--- src/rtl/pulse_transmitter_pkg.sv ---
// Shared widths, symbol layout and sequencer state type for the pulse transmitter.
package pulse_transmitter_pkg;
  localparam int PT_NUM_SYMBOLS = 8;
  localparam int PT_DURATION_W  = 8;
  localparam int PT_LOOP_W      = 4;
  localparam int PT_PRESCALE_W  = 4;

  localparam int SYM_ADDR_W    = $clog2(PT_NUM_SYMBOLS);
  // A symbol word is {level, duration}; the level sits just above the duration field.
  localparam int SYM_W         = PT_DURATION_W + 1;
  localparam int SYM_LEVEL_BIT = PT_DURATION_W;

  typedef enum logic {
    ST_IDLE = 1'b0,
    ST_RUN  = 1'b1
  } state_t;
endpackage

--- src/rtl/pulse_transmitter_tick_gen.sv ---
// Loadable prescaler: emits one tick every (period+1) enabled cycles.
module pulse_transmitter_tick_gen #(
  parameter int W = 4
) (
  input  logic         clk,
  input  logic         rst_n,
  input  logic         i_load,
  input  logic         i_en,
  input  logic [W-1:0] i_period,
  output logic         o_tick
);
  logic [W-1:0] r_period;
  logic [W-1:0] r_cnt;

  // The period is captured on load so later changes to i_period do not disturb a run.
  assign o_tick = i_en && !i_load && (r_cnt == '0);

  always_ff @(posedge clk) begin
    if (!rst_n) begin
      r_period <= '0;
      r_cnt    <= '0;
    end else if (i_load) begin
      r_period <= i_period;
      r_cnt    <= i_period;
    end else if (i_en) begin
      r_cnt <= (r_cnt == '0) ? r_period : r_cnt - 1'b1;
    end
  end
endmodule

--- src/rtl/pulse_transmitter_sequencer.sv ---
// Plays a list of (level, duration) symbols on pulse_out, repeated cfg_loops+1 times.
module pulse_transmitter_sequencer
  import pulse_transmitter_pkg::*;
#(
  parameter int NUM_SYMBOLS = PT_NUM_SYMBOLS,
  parameter int DURATION_W  = PT_DURATION_W,
  parameter int LOOP_W      = PT_LOOP_W,
  parameter int PRESCALE_W  = PT_PRESCALE_W
) (
  input  logic                           clk,
  input  logic                           rst_n,
  // start/stop are single-cycle strobes; stop always wins, start is only honoured in IDLE.
  input  logic                           start,
  input  logic                           stop,
  input  logic [$clog2(NUM_SYMBOLS)-1:0] cfg_last_sym,
  input  logic [LOOP_W-1:0]              cfg_loops,
  input  logic [PRESCALE_W-1:0]          cfg_prescale,
  input  logic                           cfg_idle_level,
  input  logic                           sym_wr_en,
  input  logic [$clog2(NUM_SYMBOLS)-1:0] sym_wr_addr,
  input  logic [DURATION_W:0]            sym_wr_data,
  output logic                           pulse_out,
  output logic                           busy,
  output logic                           done,
  output state_t                         dbg_state
);
  localparam int AW  = $clog2(NUM_SYMBOLS);
  localparam int LVL = DURATION_W;

  logic [DURATION_W:0]   r_mem [NUM_SYMBOLS];
  state_t                r_state;
  state_t                w_state_nxt;
  logic [AW-1:0]         r_ptr;
  logic [AW-1:0]         r_last;
  logic [LOOP_W-1:0]     r_loop;
  logic [LOOP_W-1:0]     r_loops;
  logic [DURATION_W-1:0] r_dur;
  logic                  r_idle;
  logic                  r_pulse;
  logic                  r_done;

  logic                  w_tick;
  logic                  w_start_ok;
  logic                  w_sym_end;
  logic                  w_final;
  logic                  w_pulse_nxt;
  logic                  w_done_nxt;
  logic [AW-1:0]         w_next_addr;
  logic [DURATION_W:0]   w_next_sym;
  logic [DURATION_W:0]   w_sym0;

  assign w_start_ok  = (r_state == ST_IDLE) && start && !stop;
  assign w_sym_end   = (r_state == ST_RUN) && w_tick && (r_dur == '0);
  assign w_final     = (r_ptr == r_last) && (r_loop == r_loops);
  assign w_next_addr = (r_ptr == r_last) ? {AW{1'b0}} : r_ptr + 1'b1;
  // Reads see the array before this cycle's write, so a same-cycle rewrite loads the old word.
  assign w_next_sym  = r_mem[w_next_addr];
  assign w_sym0      = r_mem[{AW{1'b0}}];

  pulse_transmitter_tick_gen #(.W(PRESCALE_W)) u_tick_gen (
    .clk      (clk),
    .rst_n    (rst_n),
    .i_load   (w_start_ok),
    .i_en     (r_state == ST_RUN),
    .i_period (cfg_prescale),
    .o_tick   (w_tick)
  );

  always_ff @(posedge clk) begin
    if (sym_wr_en) r_mem[sym_wr_addr] <= sym_wr_data;
  end

  always_ff @(posedge clk) begin
    if (!rst_n) begin
      r_state <= ST_IDLE;
      r_ptr   <= '0;
      r_last  <= '0;
      r_loop  <= '0;
      r_loops <= '0;
      r_dur   <= '0;
      r_idle  <= 1'b0;
      r_pulse <= cfg_idle_level;
      r_done  <= 1'b0;
    end else begin
      r_state <= w_state_nxt;
      r_pulse <= w_pulse_nxt;
      r_done  <= w_done_nxt;
      if (w_start_ok) begin
        r_last  <= cfg_last_sym;
        r_loops <= cfg_loops;
        r_idle  <= cfg_idle_level;
        r_ptr   <= '0;
        r_loop  <= '0;
        r_dur   <= w_sym0[DURATION_W-1:0];
      end else if ((r_state == ST_RUN) && !stop && w_tick) begin
        if (r_dur != '0) begin
          r_dur <= r_dur - 1'b1;
        end else if (!w_final) begin
          r_ptr <= w_next_addr;
          r_dur <= w_next_sym[DURATION_W-1:0];
          if (r_ptr == r_last) r_loop <= r_loop + 1'b1;
        end
      end
    end
  end

  always_comb begin
    w_state_nxt = r_state;
    case (r_state)
      ST_IDLE: if (w_start_ok) w_state_nxt = ST_RUN;
      ST_RUN:  if (stop || (w_sym_end && w_final)) w_state_nxt = ST_IDLE;
      default: w_state_nxt = ST_IDLE;
    endcase
  end

  always_comb begin
    w_pulse_nxt = r_pulse;
    w_done_nxt  = 1'b0;
    case (r_state)
      ST_IDLE: w_pulse_nxt = w_start_ok ? w_sym0[LVL] : cfg_idle_level;
      ST_RUN: begin
        if (stop) begin
          w_pulse_nxt = r_idle;
        end else if (w_sym_end) begin
          if (w_final) begin
            w_pulse_nxt = r_idle;
            w_done_nxt  = 1'b1;
          end else begin
            w_pulse_nxt = w_next_sym[LVL];
          end
        end
      end
      default: w_pulse_nxt = r_idle;
    endcase
  end

  assign pulse_out = r_pulse;
  assign busy      = (r_state == ST_RUN);
  assign done      = r_done;
  assign dbg_state = r_state;
endmodule

--- config.mk ---
export PLATFORM = sky130hd
export DESIGN_NAME = pulse_transmitter_sequencer
export DESIGN_NICKNAME = d
export VERILOG_FILES = /design/src/rtl/pulse_transmitter_pkg.sv /design/src/rtl/pulse_transmitter_tick_gen.sv /design/src/rtl/pulse_transmitter_sequencer.sv
export SDC_FILE = /design/constraint.sdc
export NUM_CORES = 1
export LEC_CHECK = 0
export CORE_MARGIN = 5
export CORE_UTILIZATION = 63
export DETAILED_ROUTE_END_ITERATION = 10
export PLACE_DENSITY = 0.87
export SLEW_MARGIN = 40
export SYNTH_ARGS = -nofsm -noshare
export SYNTH_HDL_FRONTEND = slang
export SYNTH_SLANG_ARGS = --single-unit
--- constraint.sdc ---
create_clock -name clk -period 5.5 [get_ports clk]
set_input_delay 0.825 -clock clk [delete_from_list [all_inputs] [get_ports clk]]
set_output_delay 0.825 -clock clk [all_outputs]
set_load 0.05 [all_outputs]
==> results.json, run 1 <==
{
  "period_share_pct": 54.7,
  "setup_repair_after_global_routing_missed_its_margin": "no",
  "cp_cell_sequence": "buf_4 -> xnor2_1 -> nand3_1 -> or3_4 -> and2_1 -> o32ai_2",
  "yosys.area_share.simple_pct": 11.0,
  "worst_path_max_delay_cell": "nand3_1",
  "clk_pin_slew_ns": 0.11,
  "synth_edf_count": 73,
  "dp_hpwl_um": 7370,
  "initial_core_utilization_pct": 64.4,
  "drv_slew": 0,
  "cell_taking_the_most_area_after_synthesis": "edfxtp_1",
  "grt_start_max_net_pins": 35,
  "cts_made_buffers": 9,
  "cts_tree": "yes",
  "cts_hold_buf": 0,
  "layout.cells.most_common": "edfxtp_1",
  "post_route_insts_no_fill": 557,
  "cp-end-kind": "flop",
  "global_route.usage.total_pct": 22.6,
  "cpLargestDelayFamily": "simple AND/OR/NAND/NOR gates",
  "worstPathRequired_ns": 5.79,
  "sequential_share_of_the_synthesized_area_pct": 57.6,
  "worstRegToRegCells": 6,
  "cts.root.buffer_cell": "clkbuf_8",
  "die-area_um2": 9730,
  "num_rows": 32,
  "top_cells_by_area_synth": "edfxtp_1 (44%), dfxtp_1 (13%), nand2_1 (3.1%), mux2_2 (3.0%), a21boi_1 (2.0%)",
  "max_capacitance_violation_total": 0,
  "grt_pass1_vias": 3453,
  "dp.cells": 541,
  "route.met3.wl_um": 949,
  "met1_length_um": 4440,
  "core-area_um2": 7690,
  "cts_repair_resize_count": 0,
  "placement.setup.worst_slack_ns": 2.52,
  "final.setup_skew_ns": 0.0146,
  "area_of_the_mapped_netlist_um2": 4950,
  "clkSinkCount": 106,
  "timing_worst_slew_pin_value_ns": 0.802,
  "outcome": "completed",
  "routed_wirelength_um": 10900,
  "cp-start-kind": "flop",
  "p_total_mw": 1.59,
  "synth_async_sr_flop_share_pct": 0,
  "post_synth_fa_ha_maj_area_fraction_pct": 1.26,
  "count_of_pins_on_the_block_boundary": 33,
  "yosys.area_share.xor_xnor_pct": 2.83,
  "synth.yosys.warnings": 0,
  "irDropWorstVdd_uv": 238,
  "final_layout_size_suffix_gt1_share_pct": 12.3,
  "dr.pass1.iters": 4,
  "total_leakage_power_nw": 1.89,
  "regToRegSetupSlack_ns": 2.49,
  "timing.final.crit_period_ns": 3.01,
  "worstPathMaxFanout": 34,
  "netlist-cell-type-count": 63,
  "source_of_the_critical_timing_path": "r_ptr[0]",
  "diodes": 0,
  "p_per_area_nw_per_um2": 285,
  "critPathArrivalTime_ns": 3.30,
  "post_synth_mux_area_share_pct": 4.88,
  "gp_routability_congestion": 0.938,
  "placement.io_buffers": 32,
  "wl_per_cell_um": 19.6,
  "path_type_of_the_worst_setup_path": "reg2reg",
  "first_pass_grt_wire_length_um": 17300,
  "utilization_pct": 72.7,
  "worst_hold_startpoint": "r_idle",
  "ys_ff_latch": 106,
  "clk_path_buf_depth": 2,
  "post-cts-setup-buffers": 0,
  "vias_per_cell": 6.53,
  "iter_0_drt_violations": 369,
  "cp_slowest_stage_delay_ns": 0.64,
  "hold_class": "reg2reg",
  "synth_flop_cell": "edfxtp_1",
  "globalRoute.totalOverflow": 0,
  "fmax_mhz": 332,
  "final_hold_viol_count": 0,
  "synth_top_family_by_area": "compound AO/OA/AOI/OAI gates",
  "timing.rr.start": "r_ptr[0]",
  "worst_slew_margin_rel_pct": 46.0,
  "synthCells": 426,
  "post-route-worst-setup-slack_ns": 2.49,
  "layout.cells.most_common_list": "edfxtp_1 (73), nand2_1 (41), dfxtp_1 (33)",
  "cts-htree-levels": 3,
  "area.growth.synth_to_final_pct": 12.9,
  "drc_violations_left": 0,
  "post_synth.cell_area_avg_um2": 11.6,
  "finalNetCount": 484,
  "vias": 3637,
  "hold_depth": 2,
  "route.top_layer_used": "met4",
  "grt_antenna_before_repair": 0,
  "wire_length_on_met2_um": 5350,
  "crit-reg2reg-capture": "r_dur[0]",
  "final_antenna_net_count": 0,
  "synth_compound_gate_area_share_pct": 19.0,
  "timing.setup.tns_ns": 0,
  "hold_path_end": "r_idle",
  "dieWidth_um": 98.6,
  "synth_fp_nets": 460,
  "clock_latency_on_the_worst_skew_pair_ns": 0.38,
  "timing.critical_path.buf_inv": 1,
  "synth_top_area_share_pct": 44.3,
  "report.final.setup_viol": 0,
  "dieHeight_um": 98.6
}
==> power breakdown <==
group / internal (mW) / switching, mW
Combinational: 0.0941 / 0.129
Clock: 0.178 / 0.284
Sequential: 0.883 / 0.0213
==> sequential cells by signal, summed over array words and instances (netlist names) <==
register             cells
u_tick_gen.r_period      4
r_idle                   1
r_loop                   4
r_ptr                    3
done                     1
busy                     1
pulse_out                1
r_dur                    8
r_last                   3
r_loops                  4
r_mem                   72
u_tick_gen.r_cnt         4
==> how the worst max path moves through the flow <==
stage / cells after the start / end
finish: 6 / r_dur[0]
global route: 6 / r_dur[0]
CTS: 6 / r_dur[0]
detailed placement: 6 / r_dur[5]
global placement: 6 / r_dur[5]
floorplan: 6 / r_dur[0]
==> through the flow <==
stage	hold WS (ns)	area (um2)
final	0.463	5590
after global routing	0.482	5590
after CTS	0.465	5570
after detailed placement	0.450	5380
after global placement	0.441	5350
after floorplan	0.432	4950
==> cells in the mapped netlist, types with 3 or more instances <==
| master | instances |
|---|---|
| nor2_1 | 19 |
| a221oi_1 | 6 |
| o311ai_0 | 6 |
| edfxtp_1 | 73 |
| and3b_1 | 4 |
| xor2_1 | 6 |
| dfxtp_1 | 33 |
| clkbuf_1 | 21 |
| a21boi_1 | 13 |
| ha_1 | 5 |
| o31ai_1 | 6 |
| o21ai_1 | 5 |
| a21boi_0 | 3 |
| o21ai_0 | 18 |
| nand2b_1 | 3 |
| nand3_1 | 6 |
| a211oi_1 | 4 |
| nor3b_1 | 4 |
| xnor2_1 | 10 |
| nand2_1 | 41 |
| o211ai_1 | 10 |
| a41oi_1 | 4 |
| nor3_1 | 7 |
| mux2i_1 | 5 |
| a31oi_1 | 8 |
| inv_1 | 17 |
| or3_1 | 3 |
| a311oi_1 | 3 |
| o2111ai_1 | 3 |
| nand4_1 | 3 |
| nor2b_1 | 3 |
| mux2_2 | 13 |
| a211oi_2 | 4 |
| a21oi_1 | 19 |
==> kinds of logic after synthesis <==
group | after synthesis
adders and majority gates | 5
muxes | 21
buffers and inverters | 42
xor gates and xnor gates | 16
and+or+nand+nor | 106
AOI/OAI and AO/OA | 130
DFF | 106
==> worst register-to-register path, delay by kind of cell, from the launching register on <==
family	cells	cell delay, ns
AND/OR/NAND/NOR	3	1.58
XOR/XNOR	1	0.49
flip-flops	1	0.31
AO/OA/AOI/OAI	1	0.29
buffers and inverters	1	0.24
==> area by class of cell <==
| cell class | instances | area [um2] |
|---|---|---|
| sequential | 106 | 2850 |
| fill | 546 | 2100 |
| multi-input combinational | 278 | 1990 |
| timing repair buffer | 38 | 365 |
| tap | 102 | 128 |
| clock buffer | 9 | 124 |
| clock inverter | 7 | 63.8 |
| inverter | 17 | 63.8 |
==> metal layers <==
metal / global-route usage [%] / up-vias
li1: - / 1679
met1: 29.7 / 1738
met2: 38.0 / 199
met3: 5.24 / 21
met4: 5.99 / 0
met5: 0 / -
Note: power is estimated with default switching activity, not from simulation.
==> run 2, diff against run 1 <==
CORE_UTILIZATION = 53   (was 63)
PLACE_DENSITY = 0.79   (was 0.87)
clock period = 2.4 ns   (was 5.5 ns; I/O delays follow)
==> run 2 against run 1 <==
Net effect: clock skew decreased by 0.0014 ns; clock power up 140%; critical path depth increased by 1; non-clock buffer count rose by 35; critical path type unchanged; critical endpoint unchanged.
==> results.json, run 2 (same netlist as run 1, synthesis figures left out) <==
{
  "worst_slew_margin_rel_pct": 51.9,
  "drv_slew": 0,
  "gp_routability_congestion": 0.897,
  "largest_reg_flops": 72,
  "dieHeight_um": 107,
  "globalRoute.totalOverflow": 0,
  "vias": 3654,
  "critPathArrivalTime_ns": 2.59,
  "timing_worst_slew_pin_value_ns": 0.715,
  "count_of_pins_on_the_block_boundary": 33,
  "final_hold_viol_count": 0,
  "outcome": "completed",
  "drc_violations_left": 0,
  "final.setup_skew_ns": 0.0132,
  "dieWidth_um": 107,
  "max_capacitance_violation_total": 0,
  "cts_tree": "yes",
  "clk_path_buf_depth": 2,
  "met1_length_um": 4750,
  "diodes": 0,
  "cp-end-kind": "flop",
  "clkSinkCount": 106,
  "layout.cells.most_common": "edfxtp_1",
  "global_route.usage.total_pct": 20.3,
  "dp_hpwl_um": 7980,
  "grt_start_max_net_pins": 34,
  "worstPathMaxFanout": 20,
  "worstPathRequired_ns": 2.64,
  "worst_hold_startpoint": "u_tick_gen.r_period[1]",
  "hold_class": "reg2reg",
  "grt_pass1_vias": 3611,
  "wl_per_cell_um": 18.5,
  "final_antenna_net_count": 0,
  "routed_wirelength_um": 11100,
  "first_pass_grt_wire_length_um": 18300,
  "iter_0_drt_violations": 273,
  "post-route-worst-setup-slack_ns": 0.0542,
  "cts.root.buffer_cell": "clkbuf_8",
  "final_layout_size_suffix_gt1_share_pct": 17.6,
  "cp-start-kind": "flop",
  "detailed_place.area_um2": 5630,
  "num_rows": 35,
  "area.growth.synth_to_final_pct": 18.3,
  "grt_antenna_before_repair": 0,
  "timing.setup.tns_ns": 0,
  "setup_repair_after_global_routing_missed_its_margin": "no",
  "irDropWorstVdd_uv": 541,
  "p_per_area_nw_per_um2": 636,
  "layout.cells.most_common_list": "edfxtp_1 (73), nand2_1 (41), buf_4 (40)",
  "cts-htree-levels": 3,
  "core-area_um2": 9150,
  "finalNetCount": 519,
  "route.top_layer_used": "met4",
  "total_leakage_power_nw": 2.06,
  "multiInputGateArea_um2": 1960,
  "period_share_pct": 97.7,
  "placement.setup.worst_slack_ns": -0.0208,
  "dr.pass1.iters": 5,
  "timing.final.crit_period_ns": 2.35,
  "die-area_um2": 11400,
  "clock_latency_on_the_worst_skew_pair_ns": 0.37,
  "registers.top_by_ff_count": "r_mem",
  "source_of_the_critical_timing_path": "r_ptr[0]",
  "final.fill_count": 717,
  "final_instance_area_um2": 5860,
  "top_regs": "r_mem: 72 flops, r_dur: 8 flops",
  "wire_length_on_met2_um": 5580,
  "route.met3.wl_um": 685,
  "placement.io_buffers": 32,
  "vias_per_cell": 6.08,
  "ff_latch_area_um2": 2850,
  "initial_core_utilization_pct": 54.1,
  "cts_made_buffers": 9,
  "timing.rr.start": "r_ptr[0]",
  "clk_pin_slew_ns": 0.11,
  "fmax_mhz": 426,
  "utilization_pct": 64.0,
  "report.final.setup_viol": 0,
  "path_type_of_the_worst_setup_path": "reg2reg",
  "p_total_mw": 3.73
}
## run 2: cell types whose count changed in the layout (fill, tap and decap cells not counted), sizes merged
cell / previous run / this run
clkinvlp: 0 / 1
clkinv: 1 / 2
buf: 6 / 41
inv: 23 / 21
## run 2: layout make-up
cell class	count	share of cell area (%)
repair buffers	73	10.9
clock buffers	9	2.12
inverters	17	1.09
well taps	111	2.37
flip-flops and latches	106	48.7
multi-input cells	278	33.5
clock inverters	7	1.28
## run 2: through the flow
stage	hold WS (ns)	cells
finish	0.463	601
floorplan	0.432	426
global placement	0.444	583
global route	0.485	601
detailed placement	0.449	583
CTS	0.466	599
## run 2: what timing repair did
item	CTS	global route
hold buffers	0	0
pin swaps	0	1
hold endpoints to repair	0	0
setup buffers	0	2
endpoints found under the setup margin	2	4
resized for setup	2	2
## run 2: worst paths after layout
check,cells after the start,slack [ns],to
worst max-delay path,7,0.05,r_dur[0]
worst min-delay path,2,0.46,u_tick_gen.r_period[1]
worst max register to register,7,0.05,r_dur[0]
worst min register to register,2,0.46,u_tick_gen.r_period[1]
## run 2: where the power goes
group,internal (mW),leakage [nW],switching (mW),total [mW]
clock,0.417,0.0985,0.676,1.09
combinational,0.260,1.03,0.307,0.566
sequential,2.02,0.935,0.0433,2.07
## run 2: critical path: stages, from the launching register on
cell and delay [ns]:
dfxtp_1 0.34, ha_1 0.36, buf_12 0.18, mux2_2 0.35, a221oi_1 0.30, o21ai_0 0.19, a311oi_1 0.38, o32ai_2 0.12
## run 2: layer usage
metal  GRT usage (%)  vias up
met5               0        -
met2            34.8      118
met1            26.4     1781
met4            4.57        0
met3            4.64       10
li1                -     1745
==> run 3, diff against run 2 <==
HOLD_SLACK_MARGIN = 0.06   (was default)
==> results of run 3 <==
No change in the layout: final DEF, timing and power equal those of run 2.
